--- src/rtl/bank_rd_ctrl.sv ---
// Banked read controller: decodes bank enables, tracks accepted reads through a
// fixed-latency select pipeline, captures mux data and counts reads in flight.
module bank_rd_ctrl #(
    parameter int unsigned DATA_WIDTH   = 8,
    parameter int unsigned ADDR_WIDTH   = 6,
    parameter int unsigned READ_LATENCY = 2
) (
    input  logic                  i_clk,
    input  logic                  i_rst,
    input  logic                  i_rd_en,
    input  logic                  i_wr_en,
    input  logic [ADDR_WIDTH-1:0] i_addr,
    output logic [3:0]            o_bank_en,
    output logic [ADDR_WIDTH-3:0] o_local_addr,
    output logic [1:0]            o_sel,
    output logic                  o_sel_valid,
    input  logic [DATA_WIDTH-1:0] i_mux_data,
    output logic [DATA_WIDTH-1:0] o_rd_data,
    output logic                  o_rd_valid,
    output logic                  o_rd_drop,
    output logic [2:0]            o_pending
);

    localparam int unsigned LAST    = READ_LATENCY - 1;
    localparam int unsigned PEND_MAX = READ_LATENCY + 1;

    logic [1:0]              w_bank;
    logic                    w_accept;
    logic [READ_LATENCY-1:0] w_in_vld;
    logic [1:0]              w_in_bank [READ_LATENCY];

    logic [READ_LATENCY-1:0] r_pipe_vld;
    logic [1:0]              r_pipe_bank [READ_LATENCY];
    logic [DATA_WIDTH-1:0]   r_rd_data;
    logic                    r_rd_valid;
    logic                    r_rd_drop;
    logic [2:0]              r_pending;

    // Write wins a read/write collision, so only a lone read enters the pipeline.
    assign w_bank       = i_addr[ADDR_WIDTH-1 -: 2];
    assign w_accept     = i_rd_en & ~i_wr_en;
    assign o_bank_en    = (i_rd_en | i_wr_en) ? 4'(4'b0001 << w_bank) : 4'b0000;
    assign o_local_addr = i_addr[ADDR_WIDTH-3:0];

    always_comb begin
        w_in_vld     = '0;
        for (int i = 0; i < int'(READ_LATENCY); i++) begin
            w_in_bank[i] = 2'b00;
        end
        w_in_vld[0]  = w_accept;
        w_in_bank[0] = w_bank;
        for (int i = 1; i < int'(READ_LATENCY); i++) begin
            w_in_vld[i]  = r_pipe_vld[i-1];
            w_in_bank[i] = r_pipe_bank[i-1];
        end
    end

    always_ff @(posedge i_clk or posedge i_rst) begin
        if (i_rst) begin
            r_pipe_vld <= '0;
            for (int i = 0; i < int'(READ_LATENCY); i++) begin
                r_pipe_bank[i] <= 2'b00;
            end
            r_rd_data  <= '0;
            r_rd_valid <= 1'b0;
            r_rd_drop  <= 1'b0;
            r_pending  <= 3'd0;
        end else begin
            for (int i = 0; i < int'(LAST); i++) begin
                r_pipe_vld[i]  <= w_in_vld[i];
                r_pipe_bank[i] <= w_in_bank[i];
            end
            // Final stage drives the mux select, so it only moves on a valid read.
            r_pipe_vld[LAST] <= w_in_vld[LAST];
            if (w_in_vld[LAST]) begin
                r_pipe_bank[LAST] <= w_in_bank[LAST];
            end

            if (r_pipe_vld[LAST]) begin
                r_rd_data <= i_mux_data;
            end
            r_rd_valid <= r_pipe_vld[LAST];
            r_rd_drop  <= i_rd_en & i_wr_en;

            case ({w_accept, r_rd_valid})
                2'b10: if (r_pending < 3'(PEND_MAX)) r_pending <= r_pending + 3'd1;
                2'b01: if (r_pending != 3'd0)        r_pending <= r_pending - 3'd1;
                default: r_pending <= r_pending;
            endcase
        end
    end

    assign o_sel       = r_pipe_bank[LAST];
    assign o_sel_valid = r_pipe_vld[LAST];
    assign o_rd_data   = r_rd_data;
    assign o_rd_valid  = r_rd_valid;
    assign o_rd_drop   = r_rd_drop;
    assign o_pending   = r_pending;

endmodule
--- config.mk ---
export PLATFORM = sky130hd
export DESIGN_NAME = bank_rd_ctrl
export DESIGN_NICKNAME = d
export VERILOG_FILES = /design/src/rtl/bank_rd_ctrl.sv
export SDC_FILE = /design/constraint.sdc
export NUM_CORES = 1
export LEC_CHECK = 0
export BUFFER_PORTS_ARGS = -buffer_cell sky130_fd_sc_hd__buf_2
export CAP_MARGIN = 5
export CELL_PAD_IN_SITES_DETAIL_PLACEMENT = 2
export CELL_PAD_IN_SITES_GLOBAL_PLACEMENT = 2
export CORE_ASPECT_RATIO = 0.9
export CORE_MARGIN = 10
export CORE_UTILIZATION = 25
export DETAILED_ROUTE_END_ITERATION = 8
export PLACE_DENSITY = 0.77
export SYNTH_ARGS = -nofsm -noshare
export SYNTH_HDL_FRONTEND = slang
export SYNTH_SLANG_ARGS = --single-unit
export TNS_END_PERCENT = 30
--- constraint.sdc ---
create_clock -name i_clk -period 1.5 [get_ports i_clk]
set_input_delay 0.15 -clock i_clk [delete_from_list [all_inputs] [get_ports i_clk]]
set_output_delay 0.15 -clock i_clk [all_outputs]
set_load 0.1 [all_outputs]
Yosys cells after proc, flatten, opt, wreduce, memory -nomap -nowiden
Index checks and enable logic that the tools add are counted.
{"block": "classes", "shift": 1, "addsub": 2, "reduce_logical": 3, "n_mux": 4, "n_lt_le_gt_ge": 1, "n_bitwise": 4, "eq_ne": 4}
{"op": "$mux W3", "count": 2}
{"op": "$pmux W3 S2", "count": 1}
{"op": "$mux W4", "count": 1}
{"op": "$ne A2 B2 Y1 const B", "count": 2}
{"op": "$shl A1 B2 Y4 const A", "count": 1}
{"op": "$add A3 B1 Y3 const B", "count": 1}
{"op": "$lt A3 B2 Y1 const B", "count": 1}
{"op": "$reduce_and A3 Y1", "count": 1}
{"op": "$reduce_bool A3 Y1", "count": 1}
{"op": "$sub A3 B1 Y3 const B", "count": 1}
{"op": "$and A1 B1 Y1", "count": 2}
{"op": "$eq A2 B1 Y1 const B", "count": 1}
{"op": "$eq A2 B2 Y1 const B", "count": 1}
{"op": "$reduce_bool A2 Y1", "count": 1}
{"op": "$not A1 Y1", "count": 1}
{"op": "$or A1 B1 Y1", "count": 1}
{"block": "word_totals", "regBits": 19, "wordCells": 26, "in_bits": 18, "output_inout_bits": 24}

Depth between registers and ports, before layout
Gate-level depths: netlist (run 1).
{"block": "logic_depth", "depth_word": 5, "mapped_depth": 6, "depth_no_buf": 6}

Least setup slack after synthesis (run 1)
OpenSTA, ideal clock, no wires.
{"block": "synth_timing", "path_type": "input -> output", "startpoint": "input i_addr[5]", "endpoint": "output o_bank_en[0]", "setup_slack_ns": -0.898, "required_ns": 1.350, "path_stages": 1, "t_arrival_ns": 2.248, "cell_sequence": "nor3_1"}
{"block": "synth_between", "elab_chain_len": 2}
{"item": "start, declared", "line_no": "12", "source": "input logic [ADDR_WIDTH-1:0] i_addr,"}
{"item": "$shl A1 B2 Y4", "line_no": "42", "source": "assign o_bank_en = (i_rd_en | i_wr_en) ? 4'(4'b0001 << w_bank) : 4'b0000;"}
{"item": "$mux W4", "line_no": "42"}
{"item": "end, declared", "line_no": "13", "source": "output logic [3:0] o_bank_en,"}
Every way passes these cells.

Final worst setup path (run 1)
{"block": "layout_timing", "startpoint": "register r_pending[0] (netlist: o_pending[0])", "endpoint": "register r_pending[1] (netlist: o_pending[1])"}
{"block": "layout_between", "elab_chain_len": 3}
{"item": "start, declared", "line_no": "37", "source": "logic [2:0] r_pending;"}
{"item": "start signal, assigned", "line_no": "86", "source": "2'b10: if (r_pending < 3'(PEND_MAX)) r_pending <= r_pending + 3'd1;"}
{"item": "start signal, assigned", "line_no": "87", "source": "2'b01: if (r_pending != 3'd0) r_pending <= r_pending - 3'd1;"}
{"item": "start signal, assigned", "line_no": "88", "source": "default: r_pending <= r_pending;"}
{"item": "$sub A3 B1 Y3 (tied with other cells)", "line_no": "87"}
{"item": "$mux W3 (tied with other cells)", "line_no": "87"}
{"item": "$pmux W3 S2 / $reduce_and A3 Y1 (equally long branches)"}
Parallel ways exist; a longest one is shown, timed or not. The select of a mux whose other input is x is not followed.
A chain may end at the register's enable or synchronous reset.

==> metrics.txt, run 1 <==
# TYPE chip_impl_metric gauge
chip_impl_info{name="run_status",value="complete, but fails checks"} 1
chip_impl_info{name="failed_checks",value="negative setup slack"} 1
chip_impl_info{name="netlist_top_cells_area",value="dfrtp_1 (52%), mux2_2 (11%), buf_4 (5.0%)"} 1
chip_impl_metric{name="synth-edff-count",unit=""} 0
chip_impl_metric{name="finalHoldViolations",unit=""} 0
chip_impl_metric{name="timing.max_cap.violations",unit=""} 0
chip_impl_metric{name="final_cell_area",unit="sq um"} 1310
chip_impl_metric{name="place_area",unit="sq um"} 1230
chip_impl_metric{name="finalNetCount",unit=""} 130
chip_impl_metric{name="worstMarginPinSlew",unit="ns"} 0.507
chip_impl_metric{name="drt_first_pass_iters",unit=""} 2
chip_impl_metric{name="clk_path_buf_depth",unit=""} 2
chip_impl_metric{name="initial_core_util",unit="%"} 26.4
chip_impl_metric{name="row_count",unit=""} 20
chip_impl_info{name="setup.worst_path.end_class",value="register"} 1
chip_impl_metric{name="reg2reg_slack",unit="ns"} -0.03
chip_impl_metric{name="clk_transition_reported_paths",unit="ns"} 0.08
chip_impl_metric{name="finalNonFillerCells",unit=""} 154
chip_impl_metric{name="overflow",unit=""} 0
chip_impl_metric{name="die_height",unit="um"} 77.1
chip_impl_metric{name="clockPowerShare",unit="%"} 15.9
chip_impl_metric{name="grt_pass1_vias",unit=""} 790
chip_impl_info{name="timing.hold.worst.start",value="i_addr[4]"} 1
chip_impl_metric{name="timing.critical_path.arrival",unit="ns"} 1.68
chip_impl_metric{name="floorplan.die_area",unit="sq um"} 6430
chip_impl_metric{name="reg2regPathDepth",unit=""} 5
chip_impl_metric{name="avgViaCountPerCell",unit=""} 4.62
chip_impl_metric{name="max_slew_margin",unit="%"} 66.4
chip_impl_metric{name="achievable-frequency",unit="MHz"} 653
chip_impl_metric{name="placed_cells",unit=""} 149
chip_impl_metric{name="postSynthAreaPerCell",unit="sq um"} 12.8
chip_impl_metric{name="yosys_warnings",unit=""} 0
chip_impl_info{name="hold_path_end",value="r_pipe_bank[2]"} 1
chip_impl_metric{name="fin_util",unit="%"} 38.1
chip_impl_metric{name="timing_max_transition_violations_final",unit=""} 0
chip_impl_metric{name="hpwlAfterDp",unit="um"} 2070
chip_impl_info{name="cts_tree",value="done"} 1
chip_impl_info{name="rsz_0062_raised_after_global_routing",value="true"} 1
chip_impl_metric{name="grt_antenna_before_repair",unit=""} 0
chip_impl_metric{name="io-pin-count",unit=""} 42
chip_impl_info{name="regToRegEndpoint",value="o_pending[1]"} 1
chip_impl_metric{name="ys_types",unit=""} 27
chip_impl_metric{name="worst_skew_pair.late_latency",unit="ns"} 0.27
chip_impl_metric{name="drt_iter0_markers",unit=""} 10
chip_impl_info{name="synthMostInstantiatedCell",value="dfrtp_1"} 1
chip_impl_metric{name="swShare",unit="%"} 52.3
chip_impl_metric{name="die_width",unit="um"} 83.5
chip_impl_metric{name="numCtsBuffers",unit=""} 3
chip_impl_metric{name="tns",unit="ns"} -0.0312
chip_impl_metric{name="cts_max_level",unit=""} 1
chip_impl_metric{name="post-synth-top-area-fraction",unit="%"} 52.5
chip_impl_metric{name="ir_drop",unit="uV"} 417
chip_impl_metric{name="pnr_worst_setup_slack",unit="ns"} -0.0312
chip_impl_metric{name="min_delay_path_depth",unit=""} 1
chip_impl_metric{name="gr-usage-all-layers",unit="%"} 8.09
chip_impl_metric{name="power.share.combinational",unit="%"} 55.4
chip_impl_metric{name="drtAntennaViolNets",unit=""} 0
chip_impl_metric{name="finalWorstPathRequiredPeriod",unit="ns"} 1.53
chip_impl_metric{name="postSynthCellCount",unit=""} 71
chip_impl_metric{name="synth_sequential_area_ratio",unit="%"} 52.5
chip_impl_info{name="yosysTopAreaCell",value="dfrtp_1"} 1
chip_impl_info{name="hold_path_class",value="in2reg"} 1
chip_impl_metric{name="design.core.area",unit="sq um"} 3430
chip_impl_metric{name="post_route_cells_drive_above_1_share",unit="%"} 65.5
chip_impl_info{name="post_synth_most_frequent_cells",value="dfrtp_1 (19), mux2_2 (9), buf_4 (6), inv_1 (4), nor2_1 (4)"} 1
chip_impl_metric{name="ant_cells",unit=""} 0
chip_impl_metric{name="synth.net_count",unit=""} 90
chip_impl_metric{name="timing.critical_path.fanout_max",unit=""} 2
chip_impl_metric{name="p_int",unit="W"} 0.00116
chip_impl_metric{name="final_worst_clock_skew",unit="ns"} 0.00640
chip_impl_metric{name="setup_viol",unit=""} 1
chip_impl_metric{name="seqPwrFrac",unit="%"} 28.7
chip_impl_metric{name="drt_wl_total",unit="um"} 2600
chip_impl_metric{name="final.period_utilization",unit="%"} 102
chip_impl_metric{name="placement.io_buffers",unit=""} 33
chip_impl_metric{name="switching_power",unit="W"} 0.00128
chip_impl_metric{name="syn_to_final_growth",unit="%"} 44.1
chip_impl_info{name="worst_setup_path_category",value="reg2reg"} 1
chip_impl_metric{name="routedWlPerCell",unit="um"} 16.9
chip_impl_metric{name="ys_ff_latch",unit=""} 19
chip_impl_metric{name="route.vias.total",unit=""} 711
chip_impl_metric{name="cellPowerDensity",unit="nW/um^2"} 1870
chip_impl_info{name="reg2reg_from",value="o_pending[0]"} 1
chip_impl_info{name="cp-start-kind",value="register"} 1
chip_impl_metric{name="gpl.final_weighted_congestion",unit=""} 0.786
chip_impl_metric{name="grt_pass1_wl",unit="um"} 4170
chip_impl_metric{name="cts.sink_count",unit=""} 19
chip_impl_metric{name="async_reset_ff_share",unit="%"} 100
chip_impl_info{name="dominantRegCellSynth",value="dfrtp_1"} 1
chip_impl_metric{name="power.leakage",unit="nW"} 0.586
chip_impl_info{name="ctsRootBufferMaster",value="clkbuf_8"} 1
chip_impl_metric{name="drc_errors",unit=""} 0
chip_impl_metric{name="grt_max_degree",unit=""} 20
chip_impl_metric{name="required_time_reported_for_the_critical_path_endpoint",unit="ns"} 1.65
chip_impl_metric{name="synth.cell_area",unit="sq um"} 906
==> per-stage QoR <==
step / worst slack, ns / power [W] / hold slack (ns)
after floorplan: -0.309 / 0.00178 / 0.101
after global placement: 0.0367 / 0.00201 / 0.175
after detailed placement: -0.0324 / 0.00206 / 0.193
after CTS: -0.0398 / 0.00246 / 0.0443
after global routing: -0.106 / 0.00257 / 0.0453
final: -0.0312 / 0.00244 / 0.0415
==> power groups by stage <==
stage          clock network [W]  logic (W)  registers [W]
6_report                0.000388    0.00135       0.000699
5_1_grt                 0.000419    0.00143       0.000716
4_1_cts                 0.000397    0.00136       0.000703
3_5_place_dp                   0    0.00134       0.000714
3_3_place_gp                   0    0.00131       0.000704
2_1_floorplan                  0   0.000489        0.00129
==> layout by cell type, fill, tap and decap left out, types with 2 or more instances in the layout <==
cell type | Yosys | layout
inv_1 | 4 | 3
nand2_2 | 0 | 2
nor2_1 | 4 | 4
o21ai_1 | 2 | 2
mux2_2 | 9 | 9
nand4bb_1 | 2 | 2
dfrtp_4 | 0 | 3
buf_2 | 1 | 29
dfrtp_1 | 19 | 16
buf_12 | 0 | 4
a221oi_2 | 2 | 2
inv_2 | 1 | 2
clkbuf_8 | 0 | 3
buf_4 | 6 | 9
nand2b_1 | 2 | 2
==> timing repair <==
| action | 4_1_cts | 5_1_grt |
|---|---|---|
| gates cloned | 0 | 0 |
| gates resized for setup | 3 | 1 |
| hold buffers | 1 | 0 |
| pin swaps | 2 | 0 |
| setup buffers | 0 | 0 |
| endpoints found under the hold margin | 19 | 0 |
| setup endpoints to repair | 2 | 2 |
==> area by class of cell <==
type / count / area, sq um
Tap cell: 44 / 55.1
Timing Repair Buffer: 43 / 303
Inverter: 6 / 25.0
Sequential cell: 19 / 487
Clock inverter: 1 / 7.51
Multi-Input combinational cell: 38 / 387
Fill cell: 351 / 2120
Clock buffer: 3 / 41.3
==> cells by family after synthesis <==
family / count (synthesis) / share of synthesized area, %
and+or+nand+nor: 16 / 11.0
DFF: 19 / 52.5
AOI/OAI and AO/OA: 9 / 11.1
buffers and inverters: 14 / 8.70
muxes: 11 / 13.5
xor gates and xnor gates: 1 / 0.967
adders and majority gates: 1 / 2.21
==> how the worst max path moves through the flow <==
stage | start | end | slack [ns] | depth (start not counted)
6_report | o_pending[0] | o_pending[1] | -0.03 | 5
5_1_grt | o_rd_valid | o_pending[1] | -0.11 | 5
4_1_cts | o_pending[0] | o_pending[1] | -0.04 | 5
3_5_place_dp | o_pending[1] | o_pending[1] | -0.03 | 5
3_3_place_gp | o_pending[0] | o_pending[1] | 0.04 | 5
2_1_floorplan | o_rd_valid | o_pending[1] | -0.31 | 6
==> sequential cells by signal, summed over array words and instances, names as in the netlist <==
signal       flops
o_rd_data        8
o_rd_valid       1
o_rd_drop        1
r_pipe_vld       2
o_pending        3
o_sel            2
r_pipe_bank      2
==> worst max-delay path, cell delays in order, from the launching register on <==
cell	delay [ns]
dfrtp_4	0.41
inv_2	0.05
fa_2	0.57
nand4bb_1	0.12
a211oi_2	0.22
a221oi_2	0.05
==> layer usage <==
metal  routed length (um)  track usage [%]  share of wire, %  up-vias
met5                    0                0                 0        -
met2                 1260             13.0                48       31
met1                 1060             9.04                41      360
li1                     -                -                 -      317
met3                  230             3.59               8.9        3
met4                   44             3.51               1.7        0
(Power assumes the default switching activity.)
==> run 2: changes to the inputs <==
- PLACE_DENSITY: 0.77 -> 0.74
- SKIP_CTS_REPAIR_TIMING: not set -> 1
==> metrics.txt, run 2 (same netlist as run 1, synthesis figures left out) <==
# TYPE chip_impl_metric gauge
chip_impl_info{name="run_status",value="complete, but fails checks"} 1
chip_impl_info{name="failed_checks",value="negative setup slack"} 1
chip_impl_metric{name="final_cell_area",unit="sq um"} 1280
chip_impl_metric{name="routedWlPerCell",unit="um"} 17.5
chip_impl_info{name="setup.worst_path.end_class",value="register"} 1
chip_impl_metric{name="post_route_cells_drive_above_1_share",unit="%"} 63.9
chip_impl_metric{name="grt_antenna_before_repair",unit=""} 0
chip_impl_metric{name="worstMarginPinSlew",unit="ns"} 0.720
chip_impl_metric{name="die_width",unit="um"} 83.5
chip_impl_metric{name="timing_max_transition_violations_final",unit=""} 0
chip_impl_metric{name="design.core.area",unit="sq um"} 3430
chip_impl_info{name="timing.critical_path.cells",value="inv_2, fa_1, inv_1, mux2i_2, a221oi_2"} 1
chip_impl_metric{name="largest_register_ffs",unit=""} 8
chip_impl_metric{name="worst_skew_pair.late_latency",unit="ns"} 0.25
chip_impl_info{name="timing.critical_path.max_delay_family",value="flip-flops"} 1
chip_impl_metric{name="place_area",unit="sq um"} 1230
chip_impl_metric{name="cts_max_level",unit=""} 1
chip_impl_info{name="hold_path_class",value="in2async"} 1
chip_impl_metric{name="finalNetCount",unit=""} 128
chip_impl_metric{name="setup_viol",unit=""} 2
chip_impl_metric{name="drt_iter0_markers",unit=""} 3
chip_impl_metric{name="die_height",unit="um"} 77.1
chip_impl_metric{name="ir_drop",unit="uV"} 1240
chip_impl_metric{name="drc_errors",unit=""} 0
chip_impl_metric{name="max_slew_margin",unit="%"} 52.0
chip_impl_metric{name="clk_transition_reported_paths",unit="ns"} 0.07
chip_impl_metric{name="grt_pass1_wl",unit="um"} 4360
chip_impl_metric{name="syn_to_final_growth",unit="%"} 41.0
chip_impl_metric{name="gr-usage-all-layers",unit="%"} 8.50
chip_impl_metric{name="ant_cells",unit=""} 0
chip_impl_metric{name="avgViaCountPerCell",unit=""} 4.41
chip_impl_metric{name="gpl.final_weighted_congestion",unit=""} 0.711
chip_impl_metric{name="finalHoldViolations",unit=""} 0
chip_impl_metric{name="route.vias.total",unit=""} 671
chip_impl_info{name="cts_tree",value="done"} 1
chip_impl_metric{name="final_worst_clock_skew",unit="ns"} 0.00245
chip_impl_metric{name="drtAntennaViolNets",unit=""} 0
chip_impl_metric{name="required_time_reported_for_the_critical_path_endpoint",unit="ns"} 1.66
chip_impl_metric{name="timing.critical_path.fanout_max",unit=""} 2
chip_impl_metric{name="numCtsBuffers",unit=""} 3
chip_impl_metric{name="cp.buffers_inverters",unit=""} 2
chip_impl_metric{name="cts.sink_count",unit=""} 19
chip_impl_metric{name="clk_path_buf_depth",unit=""} 2
chip_impl_metric{name="timing.max_cap.violations",unit=""} 0
chip_impl_metric{name="pnr_worst_setup_slack",unit="ns"} -0.0586
chip_impl_metric{name="area.sequential",unit="sq um"} 487
chip_impl_metric{name="drt_wl_total",unit="um"} 2660
chip_impl_metric{name="initial_core_util",unit="%"} 26.4
chip_impl_metric{name="num-fill-cells",unit=""} 351
chip_impl_metric{name="holdWs",unit="ns"} 0.00385
chip_impl_metric{name="overflow",unit=""} 0
chip_impl_metric{name="floorplan.die_area",unit="sq um"} 6430
chip_impl_metric{name="io-pin-count",unit=""} 42
chip_impl_metric{name="finalWorstPathRequiredPeriod",unit="ns"} 1.56
chip_impl_metric{name="power.leakage",unit="nW"} 0.577
chip_impl_metric{name="multi_input_area",unit="sq um"} 379
chip_impl_info{name="mostFrequentLayoutCell",value="buf_2"} 1
chip_impl_info{name="layout_common_cells",value="buf_2 (29), dfrtp_1 (16), mux2_2 (9)"} 1
chip_impl_info{name="crit_slowest_cell",value="dfrtp_4"} 1
chip_impl_metric{name="hpwlAfterDp",unit="um"} 2130
chip_impl_metric{name="drt_first_pass_iters",unit=""} 3
chip_impl_info{name="cp-start-kind",value="register"} 1
chip_impl_metric{name="grt_pass1_vias",unit=""} 795
chip_impl_metric{name="crit_path_max_cell_delay",unit="ns"} 0.48
chip_impl_metric{name="final.period_utilization",unit="%"} 104
chip_impl_metric{name="cellPowerDensity",unit="nW/um^2"} 1890
chip_impl_metric{name="placement.io_buffers",unit=""} 33
chip_impl_metric{name="timing.critical_path.arrival",unit="ns"} 1.72
chip_impl_info{name="rsz_0062_raised_after_global_routing",value="true"} 1
chip_impl_metric{name="achievable-frequency",unit="MHz"} 642
chip_impl_metric{name="row_count",unit=""} 20
chip_impl_metric{name="grt_max_degree",unit=""} 20
chip_impl_info{name="worst_setup_path_category",value="reg2reg"} 1
chip_impl_info{name="ctsRootBufferMaster",value="clkbuf_8"} 1
-- run 2: where the power goes --
group / switching [W] / internal, W
clock network: 0.000166 / 0.000184
registers: 0.0000851 / 0.000620
logic: 0.00101 / 0.000350
-- run 2: cell type report --
| cell class | instances | area share (%) |
|---|---|---|
| Clock buffer | 3 | 3.23 |
| Clock inverter | 1 | 0.392 |
| Inverter | 6 | 1.96 |
| Multi-Input combinational cell | 38 | 29.7 |
| Sequential cell | 19 | 38.1 |
| Tap cell | 44 | 4.31 |
| Timing Repair Buffer | 41 | 22.3 |
-- run 2: final timing paths --
kind / start / slack, ns / cells after the start / endpoint
max in group asynchronous: i_rst / 0.97 / 2 / o_rd_valid
min in group i_clk: i_addr[4] / 0.07 / 1 / r_pipe_bank[2]
setup / recovery: o_pending[1] / -0.06 / 5 / o_pending[1]
hold reg to reg: r_pipe_vld[0] / 0.44 / 0 / r_pipe_vld[1]
setup reg to reg: o_pending[1] / -0.06 / 5 / o_pending[1]
hold / removal: i_rst / 0.004 / 2 / o_rd_data[7]
-- run 2: metal layers --
metal / track usage, % / up-vias / routed length [um]
li1: - / 316 / -
met1: 9.21 / 328 / 1090
met2: 14.4 / 25 / 1370
met3: 4.01 / 2 / 181
met4: 2.51 / 0 / 18
met5: 0 / - / 0
-- run 2: per-stage QoR --
stage | TNS (ns) | setup slack [ns] | utilization, % | total power, W | cells
2_1_floorplan | -2.94 | -0.309 | - | 0.00178 | 71
3_3_place_gp | 0 | 0.0332 | 35.8 | 0.00200 | 148
3_5_place_dp | -0.0540 | -0.0500 | 35.8 | 0.00206 | 148
4_1_cts | -0.0805 | -0.0614 | 37.2 | 0.00243 | 152
5_1_grt | -0.180 | -0.102 | 37.3 | 0.00254 | 152
6_report | -0.0751 | -0.0586 | 37.3 | 0.00241 | 152
==> run 3: changes to the inputs <==
- CORE_UTILIZATION: 25 -> 27
- PLACE_DENSITY: 0.74 -> 0.76
- SETUP_SLACK_MARGIN: not set -> 0.02
- clock period: 1.5 -> 1.7 ns (I/O delays scaled with it)
==> metrics.txt, run 3 (same netlist as run 1, synthesis figures left out) <==
# TYPE chip_impl_metric gauge
chip_impl_info{name="run_status",value="complete, but fails checks"} 1
chip_impl_info{name="failed_checks",value="negative setup slack"} 1
chip_impl_metric{name="ir_drop",unit="uV"} 572
chip_impl_metric{name="setup_viol",unit=""} 1
chip_impl_metric{name="avgViaCountPerCell",unit=""} 4.52
chip_impl_metric{name="achievable-frequency",unit="MHz"} 584
chip_impl_metric{name="wl_met1",unit="um"} 1160
chip_impl_metric{name="timing_max_transition_violations_final",unit=""} 0
chip_impl_metric{name="routedWlPerCell",unit="um"} 18.1
chip_impl_metric{name="gpl.final_weighted_congestion",unit=""} 0.731
chip_impl_metric{name="timing.critical_path.arrival",unit="ns"} 1.85
chip_impl_metric{name="largest_register_ffs",unit=""} 8
chip_impl_metric{name="power.leakage",unit="nW"} 0.565
chip_impl_metric{name="placement.io_buffers",unit=""} 33
chip_impl_metric{name="post_route_cells_drive_above_1_share",unit="%"} 60.6
chip_impl_metric{name="timing.critical_path.fanout_max",unit=""} 4
chip_impl_metric{name="drc_errors",unit=""} 0
chip_impl_info{name="timing.critical_path.cells",value="inv_4, fa_1, nand4bb_1, a211oi_2, a221oi_2"} 1
chip_impl_metric{name="route.vias.total",unit=""} 683
chip_impl_metric{name="worstMarginPinSlew",unit="ns"} 0.525
chip_impl_metric{name="worst_skew_pair.late_latency",unit="ns"} 0.25
chip_impl_metric{name="die_width",unit="um"} 81.1
chip_impl_metric{name="syn_to_final_growth",unit="%"} 34.3
chip_impl_metric{name="io-pin-count",unit=""} 42
chip_impl_metric{name="final.period_utilization",unit="%"} 101
chip_impl_metric{name="num-fill-cells",unit=""} 353
chip_impl_info{name="mostFrequentLayoutCell",value="buf_2"} 1
chip_impl_metric{name="met3RoutedLength",unit="um"} 134
chip_impl_info{name="top_signal_layer_used",value="met4"} 1
chip_impl_metric{name="drtAntennaViolNets",unit=""} 0
chip_impl_metric{name="cts_max_level",unit=""} 1
chip_impl_metric{name="cellPowerDensity",unit="nW/um^2"} 1740
chip_impl_metric{name="clk_transition_reported_paths",unit="ns"} 0.08
chip_impl_info{name="cp-start-kind",value="register"} 1
chip_impl_metric{name="grt_max_degree",unit=""} 15
chip_impl_metric{name="drt_first_pass_iters",unit=""} 2
chip_impl_metric{name="grt_antenna_before_repair",unit=""} 0
chip_impl_metric{name="hpwlAfterDp",unit="um"} 2010
chip_impl_info{name="layout_common_cells",value="buf_2 (33), dfrtp_1 (16), mux2_2 (9)"} 1
chip_impl_metric{name="finalNetCount",unit=""} 129
chip_impl_metric{name="gr-usage-all-layers",unit="%"} 9.21
chip_impl_metric{name="pre_cts_slack",unit="ns"} 0.0496
chip_impl_info{name="setup.worst_path.end_class",value="register"} 1
chip_impl_metric{name="die_height",unit="um"} 75.0
chip_impl_metric{name="drt_wl_total",unit="um"} 2740
chip_impl_info{name="hold_path_class",value="in2reg"} 1
chip_impl_info{name="worst_setup_path_category",value="reg2reg"} 1
chip_impl_metric{name="overflow",unit=""} 0
chip_impl_metric{name="finalHoldViolations",unit=""} 0
chip_impl_metric{name="required_time_reported_for_the_critical_path_endpoint",unit="ns"} 1.83
chip_impl_metric{name="ant_cells",unit=""} 0
chip_impl_metric{name="drt_iter0_markers",unit=""} 20
chip_impl_metric{name="max_slew_margin",unit="%"} 65.0
chip_impl_metric{name="tns",unit="ns"} -0.0136
chip_impl_metric{name="crit_path_max_cell_delay",unit="ns"} 0.56
chip_impl_info{name="rsz_0062_raised_after_global_routing",value="true"} 1
chip_impl_metric{name="timing.max_cap.violations",unit=""} 0
chip_impl_metric{name="clk_path_buf_depth",unit=""} 2
chip_impl_metric{name="cts.sink_count",unit=""} 19
chip_impl_metric{name="grt_pass1_wl",unit="um"} 4280
chip_impl_metric{name="row_count",unit=""} 19
chip_impl_info{name="cts_tree",value="done"} 1
chip_impl_metric{name="floorplan.die_area",unit="sq um"} 6080
chip_impl_metric{name="grt_pass1_vias",unit=""} 774
chip_impl_metric{name="design.core.area",unit="sq um"} 3140
chip_impl_metric{name="met2_wirelength",unit="um"} 1410
chip_impl_metric{name="final_worst_clock_skew",unit="ns"} 0.00562
chip_impl_info{name="ctsRootBufferMaster",value="clkbuf_8"} 1
chip_impl_metric{name="initial_core_util",unit="%"} 28.9
chip_impl_metric{name="pnr_worst_setup_slack",unit="ns"} -0.0136
chip_impl_metric{name="finalWorstPathRequiredPeriod",unit="ns"} 1.71
chip_impl_metric{name="numCtsBuffers",unit=""} 3
chip_impl_info{name="crit_slowest_cell",value="fa_1"} 1
[run 3: changes by cell type in the layout (fill, tap and decap cells not counted)]
cell	delta
clkbuf_1	+1
nor3_2	+1
mux2i_2	-1
clkinv_2	-1
nor3_4	-1
dlygate4sd3_1	+1
mux2i_1	+1
nand2_1	+1
buf_12	-4
nand2_2	-1
inv_2	-2
inv_4	+2
buf_2	+4
[run 3: per-stage QoR]
stage / utilization [%] / total power [W] / hold slack, ns / cell area (sq um) / cells
after global placement: 36.1 / 0.00169 / 0.216 / 1130 / 143
after CTS: 37.6 / 0.00206 / -0.0492 / 1180 / 147
after detailed placement: 36.1 / 0.00173 / 0.236 / 1130 / 143
after floorplan: - / 0.00156 / 0.121 / 938 / 71
final: 38.8 / 0.00212 / 0.0768 / 1220 / 151
after global routing: 38.8 / 0.00223 / 0.0752 / 1220 / 151
[run 3: worst max-delay path, delay by kind of cell (launching register included)]
| kind | cells | cell delay (ns) |
|---|---|---|
| simple gates | 1 | 0.15 |
| buf+inv | 1 | 0.04 |
| fa+ha+maj | 1 | 0.56 |
| flops | 1 | 0.45 |
| compound gates | 2 | 0.39 |
[run 3: where the power goes]
group          internal, W  total (W)  leakage, nW  switching [W]
clock             0.000166   0.000317       0.0228       0.000151
sequential        0.000548   0.000632        0.224      0.0000840
combinational     0.000289    0.00117        0.318       0.000883
total              0.00100    0.00212        0.565        0.00112
[run 3: routing by layer]
layer	GRT usage [%]	up-vias
met2	16.2	16
met1	10.3	347
met5	0	-
met4	4.61	0
li1	-	318
met3	2.14	2
[run 3: worst paths after layout]
path / startpoint / end / depth (start not counted) / slack [ns]
worst max-delay path: o_pending[1] / o_pending[1] / 5 / -0.01
worst min-delay path: i_addr[4] / r_pipe_bank[2] / 1 / 0.08
worst max register to register: o_pending[1] / o_pending[1] / 5 / -0.01
worst min register to register: r_pipe_vld[0] / r_pipe_vld[1] / 0 / 0.44
max in group asynchronous: i_rst / o_rd_data[1] / 4 / 0.71
min in group asynchronous: i_rst / o_rd_data[2] / 3 / 0.49
[run 3: cell type report]
cell class	count	area, sq um	area share (%)
Inverter	6	30.0	2.47
Clock buffer	4	45.0	3.70
Tap cell	42	52.6	4.32
Sequential cell	19	487	40.0
Timing Repair Buffer	42	235	19.3
Multi-Input combinational cell	38	367	30.1
